===== src/rtl/instruction_cache_if.sv =====
// Fetch-port and block-memory signals for the instruction cache.
// The cache takes the slave side; the CPU/memory environment takes the master side.
interface instruction_cache_if;
    logic [31:0]  PC;
    logic [31:0]  INSTRUCTION;
    logic         BUSYWAIT;
    logic [5:0]   MEM_ADDRESS;
    logic         MEM_READ;
    logic [127:0] MEM_READ_DATA;
    logic         MEM_BUSYWAIT;

    modport master (
        output PC, MEM_READ_DATA, MEM_BUSYWAIT,
        input  INSTRUCTION, BUSYWAIT, MEM_ADDRESS, MEM_READ
    );

    modport slave (
        input  PC, MEM_READ_DATA, MEM_BUSYWAIT,
        output INSTRUCTION, BUSYWAIT, MEM_ADDRESS, MEM_READ
    );
endinterface


===== src/rtl/instruction_cache.sv =====
// Direct-mapped read-only instruction cache: 8 lines x 16 bytes, combinational hits,
// miss fill through a MEM_READ/MEM_BUSYWAIT block handshake.
module instruction_cache (
    input  logic               CLK,
    input  logic               RESET,
    instruction_cache_if.slave bus
);
    typedef enum logic [1:0] {IDLE, FETCH, UPDATE} state_t;

    state_t            state_q, state_d;
    logic [5:0]        miss_addr_q, miss_addr_d;
    logic [127:0]      block_q, block_d;
    logic [7:0]        valid_q, valid_d;
    logic [7:0][2:0]   tag_q, tag_d;
    logic [7:0][127:0] data_q, data_d;

    logic [2:0] idx;
    logic       hit;
    logic       unused_pc_bits;

    assign idx            = bus.PC[6:4];
    assign hit            = valid_q[idx] && (tag_q[idx] == bus.PC[9:7]);
    assign unused_pc_bits = &{1'b0, bus.PC[31:10], bus.PC[1:0]};

    assign bus.INSTRUCTION = data_q[idx][{bus.PC[3:2], 5'd0} +: 32];
    // Memory-side outputs come only from registered state, never from live PC.
    assign bus.MEM_READ    = (state_q == FETCH);
    assign bus.MEM_ADDRESS = miss_addr_q;

    always_comb begin
        state_d      = state_q;
        miss_addr_d  = miss_addr_q;
        block_d      = block_q;
        valid_d      = valid_q;
        tag_d        = tag_q;
        data_d       = data_q;
        bus.BUSYWAIT = 1'b1;
        case (state_q)
            IDLE: begin
                bus.BUSYWAIT = !hit;
                if (!hit) begin
                    miss_addr_d = bus.PC[9:4];
                    state_d     = FETCH;
                end
            end
            FETCH: begin
                if (!bus.MEM_BUSYWAIT) begin
                    block_d = bus.MEM_READ_DATA;
                    state_d = UPDATE;
                end
            end
            UPDATE: begin
                // Install into the latched miss line, regardless of current PC.
                data_d[miss_addr_q[2:0]]  = block_q;
                tag_d[miss_addr_q[2:0]]   = miss_addr_q[5:3];
                valid_d[miss_addr_q[2:0]] = 1'b1;
                state_d                   = IDLE;
            end
            default: state_d = IDLE;
        endcase
    end

    always_ff @(posedge CLK or posedge RESET) begin
        if (RESET) begin
            state_q     <= IDLE;
            miss_addr_q <= '0;
            block_q     <= '0;
            valid_q     <= '0;
        end else begin
            state_q     <= state_d;
            miss_addr_q <= miss_addr_d;
            block_q     <= block_d;
            valid_q     <= valid_d;
        end
    end

    // Tags and data are qualified by valid, so they need no reset.
    always_ff @(posedge CLK) begin
        tag_q  <= tag_d;
        data_q <= data_d;
    end
endmodule


===== src/flat_wrapper.sv =====
// flat-port wrapper written by rule: the top's interface ports become plain ports
module instruction_cache_flat 
  (CLK, RESET, bus_PC, bus_MEM_READ_DATA, bus_MEM_BUSYWAIT, bus_INSTRUCTION, bus_BUSYWAIT, bus_MEM_ADDRESS, bus_MEM_READ);
  instruction_cache_if bus_i ();
  input  logic CLK;
  input  logic RESET;
  input wire logic [$bits(bus_i.PC)-1:0] bus_PC;
  input wire logic [$bits(bus_i.MEM_READ_DATA)-1:0] bus_MEM_READ_DATA;
  input wire logic [$bits(bus_i.MEM_BUSYWAIT)-1:0] bus_MEM_BUSYWAIT;
  output wire logic [$bits(bus_i.INSTRUCTION)-1:0] bus_INSTRUCTION;
  output wire logic [$bits(bus_i.BUSYWAIT)-1:0] bus_BUSYWAIT;
  output wire logic [$bits(bus_i.MEM_ADDRESS)-1:0] bus_MEM_ADDRESS;
  output wire logic [$bits(bus_i.MEM_READ)-1:0] bus_MEM_READ;
  assign bus_i.PC = bus_PC;
  assign bus_i.MEM_READ_DATA = bus_MEM_READ_DATA;
  assign bus_i.MEM_BUSYWAIT = bus_MEM_BUSYWAIT;
  assign bus_INSTRUCTION = bus_i.INSTRUCTION;
  assign bus_BUSYWAIT = bus_i.BUSYWAIT;
  assign bus_MEM_ADDRESS = bus_i.MEM_ADDRESS;
  assign bus_MEM_READ = bus_i.MEM_READ;
  instruction_cache u_core (.CLK(CLK), .RESET(RESET), .bus(bus_i));
endmodule

===== config.mk =====
export PLATFORM = sky130hd
export DESIGN_NAME = instruction_cache_flat
export DESIGN_NICKNAME = d
export VERILOG_FILES = /design/src/rtl/instruction_cache_if.sv /design/src/rtl/instruction_cache.sv /design/src/flat_wrapper.sv
export SDC_FILE = /design/constraint.sdc
export NUM_CORES = 1
export LEC_CHECK = 0
export BUFFER_PORTS_ARGS = -buffer_cell sky130_fd_sc_hd__buf_4
export CORE_ASPECT_RATIO = 1.75
export CORE_MARGIN = 2
export CORE_UTILIZATION = 66
export CTS_BUF_LIST = sky130_fd_sc_hd__clkbuf_16
export CTS_CLUSTER_DIAMETER = 30
export DETAILED_ROUTE_END_ITERATION = 8
export GPL_ROUTABILITY_DRIVEN = 0
export PLACE_DENSITY = 0.93
export SYNTH_ARGS = -nofsm -noshare
export SYNTH_HDL_FRONTEND = slang
export SYNTH_SLANG_ARGS = --single-unit

===== constraint.sdc =====
create_clock -name CLK -period 17.3 [get_ports CLK]
set_input_delay 2.595 -clock CLK [delete_from_list [all_inputs] [get_ports CLK]]
set_output_delay 2.595 -clock CLK [all_outputs]
set_load 0.01 [all_outputs]

==> run summary <==
Max frequency - 0.1149 GHz
Clk sink count - 1,192
Final Critical Period - 8704 ps
NumNets Final - 2,223
Final hold vios - 0
Syn Inst Count - 1,818
Required @ worst endpoint - 14,700 ps
Total CTS buffers - 132
Cell Area, Synth - 45,070 µm²
Status - finished clean
Final-report setup violation count - 0
Synthesized Nets - 1,981
DP Wirelength - 52.08 mm
Largest net degree at the start of global routing - 141
Post-CTS Setup Bufs - 0
Initial antenna violation count - 5
Post-synth EDFFs - 1,048
Synth async-reset ratio - 0.1208
Hold_buf cts - 0
Total power density per cell area - 147.6 nW/µm²
TritonCTS clock tree - done
Part of the cycle the worst path needs - 0.5031
Filler cells - 3,177
Routed vias/inst - 6.904
Main flop type after synthesis - edfxtp_1
Wire per inst - 36.39 µm
Worst-path clk slew - 60 ps
Vias in the first global route - 22,453
GRT overflow - 0
Initial drt markers - 2,269
Slew HR - 0.1251
Die footprint - 70,470 µm²
First-pass GRT wire length - 159.9 mm
Number of max-cap violations - 0
Synth cell types - 25
Ys Warns - 0
Core area - 67,470 µm²
Leakage - 0.01715 µW
Critical Path AT - 6110 ps
Number of port buffers - 178
DR DRC count - 0
Die Width - 201.5 µm
P&R area growth vs syn - 14.98%
Row Count - 126
Register bit total from synthesis - 1,192
CP Capture Type - output port
Setup TNS - 0 ps
Longest Clk Path Bufs - 3
Final Skew - 41.81 ps
Initial core utilization - 0.6679
Antenna-violating nets left - 0
RSZ-0062 raised after global routing - false
Final Max Slew Viols - 0
Routed WL - 111.5 mm
Clk root buf - clkbuf_16
Worst slew pin tran - 1312 ps
Syn Area/Cell - 24.79 µm²
CP max FO - 140
Vias - 21,148
Hold WC Path Type - flip-flop to flip-flop
Chip Height - 349.7 µm
Register area share after synthesis - 0.7783
WS Path Type - input pin to output port
Share of cells above drive strength 1 - 0.4294
I/O Pins - 203
CP startpoint kind - input pin
Pre-antenna DRT Iters - 6
Peak VDD IR - 142.1 µV
Overall Global Routing Usage - 0.3272
Final core occ - 0.7680
H-tree depth - 4
Clk_lat worst skew - 710 ps
Post-cts sizing count - 0
## routing by layer
layer,GRT usage,up-vias,routed length (µm)
li1,-,8237,-
met1,0.3855,11275,36140
met2,0.5833,1347,61280
met3,0.04973,285,7522
met4,0.1778,4,6511
met5,0,-,23
## report_power, final
| part | leakage, µW | total [µW] | switching, µW | internal [µW] |
|---|---|---|---|---|
| Combinational | 0.00383 | 625 | 314 | 311 |
| Clock | 0.00220 | 2850 | 1200 | 1650 |
| Sequential | 0.0111 | 4170 | 421 | 3750 |
## cell type report
class                           instances  area (µm²)  area share
Clock inverter                        103        1025     0.01978
Timing Repair Buffer                  200        1592     0.03071
Sequential cell                      1192       35070      0.6769
Multi-Input combinational cell        532        9564      0.1846
Tap cell                              896        1121     0.02163
Inverter                                2       12.51   0.0002415
Clock buffer                          137        3428     0.06616
Antenna cell                            1       2.502  0.00004829
## placed cells by master (no fill, tap or decap), drive strengths merged, types with 6 or more instances in the layout
cell         n
nor2         6
clkinv      44
edfxtp    1048
bufinv      12
dfrtp      144
clkinvlp    10
clkbuf     137
mux4       327
mux2i        6
buf        200
mux2       167
or2         10
inv         39
## worst max-delay path: stages
cell and delay, ps:
buf_8 770, buf_4 930, mux4_2 440, mux4_2 530, mux2_2 310, buf_4 170
## stage by stage
step                      cell area, µm²  power (µW)  cells  hold slack (ps)  setup WS [ps]
final                              51820        7649   3063            479.9           8596
after global routing               51820        7832   3063            486.3           8347
after CTS                          51820        7662   3062            474.1           8571
after detailed placement           47360        4788   2822            459.1           8615
after global placement             47360        4679   2822            444.9           8673
after floorplan                    45070        4451   1818            433.7           6548
## kinds of logic after synthesis
| family | after synthesis | synth area share |
|---|---|---|
| DFF | 1192 | 0.7783 |
| muxes | 500 | 0.2065 |
| buffers and inverters | 94 | 0.01077 |
| and+or+nand+nor | 26 | 0.003249 |
| AOI/OAI and AO/OA | 3 | 0.0006386 |
| xor gates and xnor gates | 3 | 0.0005831 |
## cell usage after synthesis (3+ instances only)
cell type / n / area, µm²
or2_2: 10 / 62.56
mux4_2: 327 / 7365
xor2_1: 3 / 26.28
mux2_2: 167 / 1881
buf_4: 22 / 165.2
clkbuf_1: 37 / 138.9
buf_2: 10 / 50.05
edfxtp_1: 1048 / 31470
buf_6: 5 / 56.30
nor2_1: 6 / 22.52
dfrtp_1: 144 / 3603
buf_1: 18 / 67.56
mux2i_1: 6 / 60.06
## state kept, by name, summed over array words and instances (netlist names)
signal,flops
u_core.block_q,128
u_core.bus.MEM_ADDRESS,6
u_core.data_q,1024
u_core.state_q,2
u_core.tag_q,24
u_core.valid_q,8
## path summary, 6_finish.rpt
check                                  start  slack (ps)                   to  cells past startpoint
min in group asynchronous              RESET        1930   u_core.block_q[40]                      2
max in group asynchronous              RESET       14070  u_core.block_q[119]                      3
min                        u_core.valid_q[6]         480    u_core.valid_q[6]                      1
min reg2reg                u_core.valid_q[6]         480    u_core.valid_q[6]                      1
max reg2reg                u_core.state_q[0]       13160   u_core.data_q[621]                      4
max                                bus_PC[5]        8600   bus_INSTRUCTION[1]                      6
(Power assumes the default switching activity.)
